===== src/rtl/bkm_irq_pkg.sv =====
// ---------------------------------------------------------------------------
// bkm_irq_pkg
// Shared definitions for the BKM-68X interrupt scheduler: the INT codes served
// through monitor register 0x41, the detected video-format codes and the
// scheduler FSM state type.
// No ports (package).
// ---------------------------------------------------------------------------
package bkm_irq_pkg;

  // INT register values (active-low event codes, 0xFF = nothing pending)
  localparam logic [7:0] INT_NONE     = 8'hFF;
  localparam logic [7:0] INT_POWERON  = 8'hFD;
  localparam logic [7:0] INT_ANNOUNCE = 8'hFB;
  localparam logic [7:0] INT_READY    = 8'hEF;
  localparam logic [7:0] INT_FORMAT   = 8'hDF;

  // Detected video-format codes
  localparam logic [7:0] FMT_NONE = 8'd0;
  localparam logic [7:0] FMT_1    = 8'd1;
  localparam logic [7:0] FMT_2    = 8'd2;
  localparam logic [7:0] FMT_3    = 8'd3;
  localparam logic [7:0] FMT_4    = 8'd4;

  typedef enum logic [1:0] {
    S_BOOT,
    S_WAIT_ID,
    S_WAIT_READY,
    S_RUN
  } state_t;

endpackage


===== src/rtl/bkm_sec_timebase.sv =====
// ---------------------------------------------------------------------------
// bkm_sec_timebase
// Divides clk_50mhz_in down to a one-second tick and keeps a saturating count
// of whole seconds since reset.
// Ports:
//   clk_50mhz_in  in   system clock
//   reset_x       in   asynchronous active-low reset
//   tick          out  one-cycle pulse on the last cycle of each second
//   elapsed_s     out  seconds since reset, holds at 255
// ---------------------------------------------------------------------------
module bkm_sec_timebase #(
  parameter int CLK_HZ = 50000000
) (
  input  logic       clk_50mhz_in,
  input  logic       reset_x,
  output logic       tick,
  output logic [7:0] elapsed_s
);

  localparam int PW = (CLK_HZ > 1) ? $clog2(CLK_HZ) : 1;
  localparam logic [PW-1:0] TERM = PW'(CLK_HZ - 1);

  logic [PW-1:0] prescaler;

  assign tick = (prescaler == TERM);

  always_ff @(posedge clk_50mhz_in or negedge reset_x) begin
    if (!reset_x) begin
      prescaler <= '0;
      elapsed_s <= '0;
    end else begin
      prescaler <= tick ? '0 : prescaler + PW'(1);
      if (tick && (elapsed_s != 8'hFF)) begin
        elapsed_s <= elapsed_s + 8'd1;
      end
    end
  end

endmodule


===== src/rtl/bkm_irq_scheduler.sv =====
// ---------------------------------------------------------------------------
// bkm_irq_scheduler
// Sequences every interrupt raised toward the monitor (power-on, ID announce,
// ready, video-format change, generic requesters) and owns the INT register
// (monitor register 0x41). One event is posted at a time; the next waits until
// the monitor clears the register.
// Optional feature macro: BKM_IRQ_RETRY_EN (uncleared posts are retried three
// times and then dropped, setting the sticky irq_lost output).
// Ports:
//   clk_50mhz_in      in   system clock
//   reset_x           in   asynchronous active-low reset
//   skip_init         in   bypass the boot announce sequence
//   id_read_a         in   monitor has read the ID (clk_rw domain level)
//   irq_clr_tgl_a     in   toggles per monitor write to 0x41 (clk_rw domain)
//   video_format      in   current detected format code
//   ext_req           in   per-requester one-cycle request pulses
//   ext_code          in   per-requester INT code, slice i for requester i
//   ext_grant         out  one-cycle pulse when requester i is posted
//   int_reg           out  register 0x41 value, 0xFF = nothing pending
//   int_pending       out  int_reg != 0xFF
//   reg_video_format  out  last format announced to the monitor
//   elapsed_s         out  seconds since reset, saturating
//   init_done         out  high once the FSM has reached S_RUN
//   irq_lost          out  sticky, an event was dropped (retry build only)
// ---------------------------------------------------------------------------
module bkm_irq_scheduler
  import bkm_irq_pkg::*;
#(
  parameter int CLK_HZ     = 50000000,
  parameter int ANNOUNCE_S = 12,
  parameter int READY_S    = 19,
  parameter int NUM_REQ    = 2,
  parameter int RETRY_S    = 2
) (
  input  logic                 clk_50mhz_in,
  input  logic                 reset_x,
  input  logic                 skip_init,
  input  logic                 id_read_a,
  input  logic                 irq_clr_tgl_a,
  input  logic [7:0]           video_format,
  input  logic [NUM_REQ-1:0]   ext_req,
  input  logic [8*NUM_REQ-1:0] ext_code,
  output logic [NUM_REQ-1:0]   ext_grant,
  output logic [7:0]           int_reg,
  output logic                 int_pending,
  output logic [7:0]           reg_video_format,
  output logic [7:0]           elapsed_s,
`ifdef BKM_IRQ_RETRY_EN
  output logic                 init_done,
  output logic                 irq_lost
`else
  output logic                 init_done
`endif
);

  state_t             state, state_next;
  logic               id_s1, id_sync;
  logic               clr_s1, clr_s2, clr_s3;
  logic               clr_evt, can_post, post, sec_tick;
  logic [7:0]         post_code, fmt_next;
  logic [NUM_REQ-1:0] pend, grant_next;

`ifdef BKM_IRQ_RETRY_EN
  localparam int GAP_CYC = (CLK_HZ / 1000 > 0) ? CLK_HZ / 1000 : 1;
  logic        retry_gap;
  logic [7:0]  retry_sec, last_code;
  logic [1:0]  retry_cnt;
  logic [31:0] gap_cnt;
`else
  logic        unused_ok;
  assign unused_ok = sec_tick & (RETRY_S != 0);
`endif

  bkm_sec_timebase #(.CLK_HZ(CLK_HZ)) u_timebase (
    .clk_50mhz_in (clk_50mhz_in),
    .reset_x      (reset_x),
    .tick         (sec_tick),
    .elapsed_s    (elapsed_s)
  );

  // Two-flop synchronizers; clr_s3 is a delayed copy so any change of the
  // synchronized toggle shows up as a one-cycle clear event.
  always_ff @(posedge clk_50mhz_in or negedge reset_x) begin
    if (!reset_x) begin
      id_s1   <= 1'b0;
      id_sync <= 1'b0;
      clr_s1  <= 1'b0;
      clr_s2  <= 1'b0;
      clr_s3  <= 1'b0;
    end else begin
      id_s1   <= id_read_a;
      id_sync <= id_s1;
      clr_s1  <= irq_clr_tgl_a;
      clr_s2  <= clr_s1;
      clr_s3  <= clr_s2;
    end
  end

  assign clr_evt     = clr_s2 ^ clr_s3;
  assign int_pending = (int_reg != INT_NONE);
  assign init_done   = (state == S_RUN);

  // A clear in the same cycle always wins, so posting is held off until the
  // cycle after it.
`ifdef BKM_IRQ_RETRY_EN
  assign can_post = (int_reg == INT_NONE) && !clr_evt && !retry_gap;
`else
  assign can_post = (int_reg == INT_NONE) && !clr_evt;
`endif

  always_comb begin
    state_next = state;
    post       = 1'b0;
    post_code  = INT_NONE;
    fmt_next   = reg_video_format;
    grant_next = '0;
    case (state)
      S_BOOT: begin
        if (int_reg == INT_NONE) begin
          state_next = S_WAIT_ID;
        end else if (skip_init) begin
          state_next = S_RUN;
        end
      end
      S_WAIT_ID: begin
        if (can_post && id_sync && (elapsed_s > 8'(ANNOUNCE_S))) begin
          post       = 1'b1;
          post_code  = INT_ANNOUNCE;
          state_next = S_WAIT_READY;
        end
      end
      S_WAIT_READY: begin
        if (can_post && (elapsed_s > 8'(READY_S))) begin
          post       = 1'b1;
          post_code  = INT_READY;
          state_next = S_RUN;
        end
      end
      S_RUN: begin
        // Format is compared at service time, so a change that reverts before
        // the register frees up is never announced.
        if (can_post) begin
          if (video_format != reg_video_format) begin
            post      = 1'b1;
            post_code = INT_FORMAT;
            fmt_next  = video_format;
          end else begin
            // Descending scan: the lowest pending index overwrites last.
            for (int i = NUM_REQ - 1; i >= 0; i--) begin
              if (pend[i]) begin
                post          = 1'b1;
                post_code     = ext_code[i*8 +: 8];
                grant_next    = '0;
                grant_next[i] = 1'b1;
              end
            end
          end
        end
      end
      default: state_next = S_BOOT;
    endcase
  end

  // Request latches collect pulses in any state; a pulse landing on the cycle
  // its requester is granted merges into that grant.
  always_ff @(posedge clk_50mhz_in or negedge reset_x) begin
    if (!reset_x) begin
      state            <= S_BOOT;
      reg_video_format <= FMT_NONE;
      ext_grant        <= '0;
      pend             <= '0;
    end else begin
      state            <= state_next;
      reg_video_format <= fmt_next;
      ext_grant        <= grant_next;
      pend             <= (pend | ext_req) & ~grant_next;
    end
  end

`ifdef BKM_IRQ_RETRY_EN
  // INT register with retry: an uncleared post is withdrawn after RETRY_S
  // second ticks, left at 0xFF for GAP_CYC cycles, then reposted. The fourth
  // timeout drops the event and sets irq_lost. Any clear cancels the sequence.
  always_ff @(posedge clk_50mhz_in or negedge reset_x) begin
    if (!reset_x) begin
      int_reg   <= INT_POWERON;
      last_code <= INT_POWERON;
      retry_sec <= '0;
      retry_cnt <= '0;
      retry_gap <= 1'b0;
      gap_cnt   <= '0;
      irq_lost  <= 1'b0;
    end else if (clr_evt) begin
      int_reg   <= INT_NONE;
      retry_sec <= '0;
      retry_cnt <= '0;
      retry_gap <= 1'b0;
    end else if (retry_gap) begin
      if (gap_cnt == 32'(GAP_CYC - 1)) begin
        retry_gap <= 1'b0;
        int_reg   <= last_code;
        retry_cnt <= retry_cnt + 2'd1;
      end else begin
        gap_cnt <= gap_cnt + 32'd1;
      end
    end else if (int_reg != INT_NONE) begin
      if (sec_tick) begin
        if (retry_sec == 8'(RETRY_S - 1)) begin
          int_reg   <= INT_NONE;
          retry_sec <= '0;
          if (retry_cnt == 2'd3) begin
            irq_lost  <= 1'b1;
            retry_cnt <= '0;
          end else begin
            retry_gap <= 1'b1;
            gap_cnt   <= '0;
          end
        end else begin
          retry_sec <= retry_sec + 8'd1;
        end
      end
    end else if (post) begin
      int_reg   <= post_code;
      last_code <= post_code;
      retry_sec <= '0;
      retry_cnt <= '0;
    end
  end
`else
  // INT register: a clear forces 0xFF, otherwise a granted post lands.
  always_ff @(posedge clk_50mhz_in or negedge reset_x) begin
    if (!reset_x) begin
      int_reg <= INT_POWERON;
    end else if (clr_evt) begin
      int_reg <= INT_NONE;
    end else if (post) begin
      int_reg <= post_code;
    end
  end
`endif

endmodule


===== config.mk =====
export PLATFORM = sky130hd
export DESIGN_NAME = bkm_irq_scheduler
export DESIGN_NICKNAME = d
export VERILOG_FILES = /design/src/rtl/bkm_irq_pkg.sv /design/src/rtl/bkm_sec_timebase.sv /design/src/rtl/bkm_irq_scheduler.sv
export SDC_FILE = /design/constraint.sdc
export NUM_CORES = 1
export LEC_CHECK = 0
export ABC_AREA = 1
export ABC_CLOCK_PERIOD_IN_PS = 4950
export CAP_MARGIN = 15
export CORE_MARGIN = 2
export CORE_UTILIZATION = 25
export CTS_CLUSTER_SIZE = 24
export DETAILED_ROUTE_END_ITERATION = 12
export PLACE_DENSITY = 0.4
export SLEW_MARGIN = 20
export SYNTH_ARGS = -nofsm -noshare
export SYNTH_HDL_FRONTEND = slang
export SYNTH_SLANG_ARGS = --single-unit

===== constraint.sdc =====
create_clock -name clk_50mhz_in -period 4.95 [get_ports clk_50mhz_in]
set_input_delay 0.7425 -clock clk_50mhz_in [delete_from_list [all_inputs] [get_ports clk_50mhz_in]]
set_output_delay 0.7425 -clock clk_50mhz_in [all_outputs]
set_load 0.02 [all_outputs]

# == Word level (Yosys, flattened, before mapping) ==
# Cells that the tools add are included.
# word_totals
register_bits,61
latchBits,0
mem_bits_rw,0
mem_bits_ro,0
inputBits,31
memories,0
# classes
add_sub_neg,2
multipliers,0
div,0
n_lt_le_gt_ge,2
n_eq_ne,11
n_shift,0
mux,27
bitwise,4
n_reduce_logical,11
# ops
op,count
$mux W8,6
$add A26 B1 Y26 const B,1
$eq A26 B26 Y1 const B,1
$mux W26,1
$pmux W8 S3,1
$mux W2,9
$ne A8 B8 Y1 const B,2
$add A8 B1 Y8 const B,1
$eq A8 B8 Y1 const B,1
$gt A8 B4 Y1 const B,1
$gt A8 B5 Y1 const B,1
$ne A8 B8 Y1,1
$mux W1,6
$pmux W2 S3,1
$logic_and A1 B1 Y1,5
$mux W5,1
$eq A2 B2 Y1 const B,2
$ne A2 B2 Y1 const B,2
$reduce_and A4 Y1,1
$mux W3,1
$ne A3 B3 Y1 const B,1
$pmux W1 S3,1
$reduce_and A3 Y1,1
$reduce_bool A3 Y1,1
other kinds (8),8

# == Longest topological paths before layout ==
# depth
ltp_word,9
mapped_depth,13
mapped_depth_nobuf,13

# == Modules after synthesis ==
# From an unflattened synthesis, not the netlist that was laid out.
# unflattened
hier_cells,526
area_unflattened_um2,3737.3
# by_module_without_submodules
module,n_inst,cells_per_inst,area_per_inst_um2,seq_area_each_um2
bkm_sec_timebase,1,296,2047.0,850.8
bkm_irq_scheduler,1,230,1690.4,684.4

# == Worst setup path after synthesis ==
# OpenSTA, ideal clock, no wires.
# synth_path
path_kind,in2reg
startpoint,in video_format[2]
endpoint,reg reg_video_format[0]
t_arrival_ns,1.791
slack_ns,3.032
cell_stages,9
path_cell_list,inv_1 > nand2_1 > nand2_1 > nand2_1 > nor2_2 > nand2_1 > nand2_1 > buf_6 > mux2_1
# synth_between
elab_chain_cells,2
# synth_lines
element,line,text
start: declaration,bkm_irq_scheduler.sv:40,"input logic [7:0] video_format,"
$ne A8 B8 Y1,bkm_irq_scheduler.sv:143,if (video_format != reg_video_format) begin
$reduce_and A3 Y1 (no source line),n/a,
end signal: assignment,bkm_irq_scheduler.sv:174,reg_video_format <= fmt_next;
end: declaration,bkm_irq_scheduler.sv:46,"output logic [7:0] reg_video_format,"
# No other way between the ends.
# A chain may end at the register's enable or synchronous reset.

# == Worst setup path after layout ==
# layout_path
startpoint,reg state[1]
endpoint,out init_done
# layout_between
elab_chain_cells,1
# layout_lines
element,line,text
start: declaration,bkm_irq_scheduler.sv:56,"state_t state, state_next;"
start signal: assignment,bkm_irq_scheduler.sv:173,state <= state_next;
$eq A2 B2 Y1,bkm_irq_scheduler.sv:101,assign init_done = (state == S_RUN);
end: declaration,bkm_irq_scheduler.sv:52,output logic init_done
# No other way between the ends.

==> flow_metrics.py <==
metrics = {
    "critical_path": {
        "worstSetupEndpoint": "init_done",
        "rr_worst_depth": 10,
        "cp-startpoint": "state[1]",
        "startpoint_type": "flop",
        "r2r_start": "clr_s2",
        "worstPathArrival_ns": 2.05,
        "cp-end-kind": "primary output",
        "path_class": "reg -> out",
        "rrSetupSlack_ns": 2.22,
        "worstPathRequired_ns": 4.21,
        "r2r-end": "int_reg[6]",
        "crit_fanout": 11,
    },
    "floorplanning": {
        "initial_core_util": 0.258,
        "io_pins": 59,
        "coreArea_sq_um": 14000,
        "die_h_um": 124,
        "die-width_um": 124,
        "rows": 43,
        "die_area_sq_um": 15400,
    },
    "route": {
        "drt_iter0_markers": 144,
        "wl_met3_um": 324,
        "routed_wl_um": 8980,
        "antenna_left": 0,
        "route.met2.wl_um": 4040,
        "via_per_inst": 4.38,
        "drtPass1Iterations": 5,
        "wl_per_cell_um": 12.8,
        "vias": 3070,
        "wl_met1_um": 4390,
        "remaining_drc_errors": 0,
        "highest_layer": "met4",
    },
    "global_route": {
        "grt_pass1_vias": 3086,
        "grt_pass1_wl_um": 15300,
        "grt_overflow_total": 0,
        "antenna_found_initial": 0,
        "track_usage": 0.124,
        "grt_start_max_net_pins": 38,
    },
    "yosys": {
        "synth_nets": 493,
        "async_reset_ff_frac": 1.00,
        "synth_area_sq_um": 3610,
        "synthXorXnorAreaFrac": 0.0655,
        "synth_fa_ha_area_frac": 0.0277,
        "avgSynthCellArea_sq_um": 7.96,
        "yosysTopAreaCell": "dfrtp_1",
        "muxShareOfSynthArea": 0.0187,
        "ys.flop_type": "dfrtp_1",
        "postSynthCellCount": 454,
        "synth_area_leaders": "dfrtp_1 37%, nand2_1 12%, nor2_1 5.3%",
        "ys_seq_area_frac": 0.425,
        "synth_top_area_frac": 0.374,
        "synth_top_family_by_area": "simple AND/OR/NAND/NOR gates",
        "ys_types": 39,
        "synth-edff-count": 0,
        "ys_warn_count": 0,
        "ys_ff_latch": 61,
        "synth_compound_area_frac": 0.0585,
        "synthSimpleGateAreaFrac": 0.328,
    },
    "sta": {
        "clock_skew_ns": 0.00601,
        "worst_pin_slew_ns": 0.932,
        "slew_headroom": 0.374,
        "slew_viol_final": 0,
        "rsz0062_at_grt": "false",
        "finalSetupTns_ns": 0,
        "period_share": 0.563,
        "setup_ws_ns": 2.16,
        "period_needed_ns": 2.79,
        "setup-violations-final": 0,
        "max_freq_mhz": 359,
        "hold_viol_final": 0,
    },
    "placement": {
        "globalplace.congestion": 0.781,
        "dp_slack_ns": 2.00,
        "dpl.hpwl_um": 6820,
        "placed_cells": 685,
        "portBuffers": 58,
    },
    "cells_and_area": {
        "nets": 555,
        "area_growth_pct": 28.9,
        "drive_above_1_share": 0.121,
        "largest-register": "u_timebase.prescaler",
        "antennaDiodeCount": 0,
        "finish.utilization": 0.333,
        "largest_reg_flops": 26,
        "fin_cells": 701,
    },
    "pwr": {
        "power_frac_seq": 0.358,
        "power.internal_w": 0.00117,
        "power-per-cell-area_nw_per_um2": 379,
        "total_power_w": 0.00177,
        "p_sw_frac": 0.339,
        "p_clk_frac": 0.331,
        "p_leak_nw": 2.12,
        "switching_power_w": 0.000598,
        "peakVddDrop_v": 0.000143,
        "p_comb_frac": 0.311,
    },
    "clock_network": {
        "post_cts_buffers": 0,
        "root_buffer": "clkbuf_16",
        "clock_sinks": 61,
        "worstSkewPairLatency_ns": 0.34,
        "h-tree-depth": 3,
        "holdBufCountCts": 0,
        "cts_tree": "done",
        "clk_pin_slew_ns": 0.05,
        "numCtsBuffers": 9,
        "cts.path.max_buffers": 2,
        "cts.repair.resized": 0,
    },
    "min_path": {
        "hold_path.class": "reg -> reg",
        "hp-start": "clr_s1",
    },
    "flow_run": {
        "drv_cap": 0,
    },
    "status": {
        "status": "completed",
    },
}
[Yosys cell counts, types with 3 or more instances]
library cell / instances
a21oi_1: 7
buf_2: 5
dfrtp_1: 54
dfstp_2: 7
ha_1: 8
inv_1: 47
inv_2: 13
mux2_1: 6
nand2_1: 115
nand3_1: 34
nand4_1: 10
nor2_1: 51
nor2_2: 6
nor2_4: 3
nor3_1: 7
nor4_1: 3
o21ai_0: 5
o21ai_1: 12
o22a_1: 4
o22ai_1: 5
xnor2_1: 10
xor2_1: 17
[per-layer routing]
metal	GRT usage	vias to the layer above
met4	0.0641	0
met3	0.0297	15
li1	-	1576
met2	0.192	56
met5	0	-
met1	0.160	1423
[per-stage QoR]
step,hold WS (ns),cell area [sq um]
after floorplan,0.331,3610
after global placement,0.333,4380
after detailed placement,0.339,4380
after CTS,0.347,4650
after global routing,0.352,4650
final,0.345,4650
[final cells by class]
type / instances / area [sq um]
clock buffers: 11 / 253
multi-input cells: 324 / 1800
clock inverters: 5 / 25.0
inverters: 61 / 234
repair buffers: 59 / 583
well taps: 180 / 225
flip-flops and latches: 61 / 1540
fillers: 1489 / 9330
[kinds of logic after synthesis]
group	Yosys count
simple gates	247
buf+inv	69
flops	61
compound gates	36
xor+xnor	27
fa+ha+maj	8
mux	6
[worst min path at each step]
stage                     endpoint  slack [ns]  cells past startpoint
after floorplan             clr_s2        0.33                      0
after global placement     id_sync        0.33                      0
after detailed placement   id_sync        0.34                      0
after CTS                   clr_s2        0.35                      0
after global routing       id_sync        0.35                      0
final                       clr_s2        0.34                      0
[cell usage in the layout (no fill, tap or decap), types with 3 or more instances in the layout]
cell | netlist | routed
a21oi_1 | 7 | 7
clkbuf_16 | 0 | 9
clkdlybuf4s50_1 | 0 | 57
clkinv_2 | 0 | 5
dfrtp_1 | 54 | 54
dfstp_2 | 7 | 7
ha_1 | 8 | 8
inv_1 | 47 | 47
inv_2 | 13 | 13
mux2_1 | 6 | 6
nand2_1 | 115 | 115
nand3_1 | 34 | 34
nand4_1 | 10 | 10
nor2_1 | 51 | 51
nor2_2 | 6 | 6
nor2_4 | 3 | 3
nor3_1 | 7 | 7
nor4_1 | 3 | 3
o21ai_0 | 5 | 5
o21ai_1 | 12 | 12
o22a_1 | 4 | 4
o22ai_1 | 5 | 5
xnor2_1 | 10 | 10
xor2_1 | 17 | 17
[critical path, stage by stage, from the launching register on]
cell and delay [ns]:
dfrtp_1 0.54, ha_1 0.47, clkdlybuf4s50_1 0.70
[power by group through the flow]
stage / clock (W) / sequential (W) / combinational, W
after floorplan: 0 / 0.000681 / 0.000294
after global placement: 0 / 0.000640 / 0.000554
after detailed placement: 0 / 0.000641 / 0.000553
after CTS: 0.000608 / 0.000633 / 0.000555
after global routing: 0.000633 / 0.000643 / 0.000608
final: 0.000584 / 0.000632 / 0.000549
(Power assumes the default switching activity.)
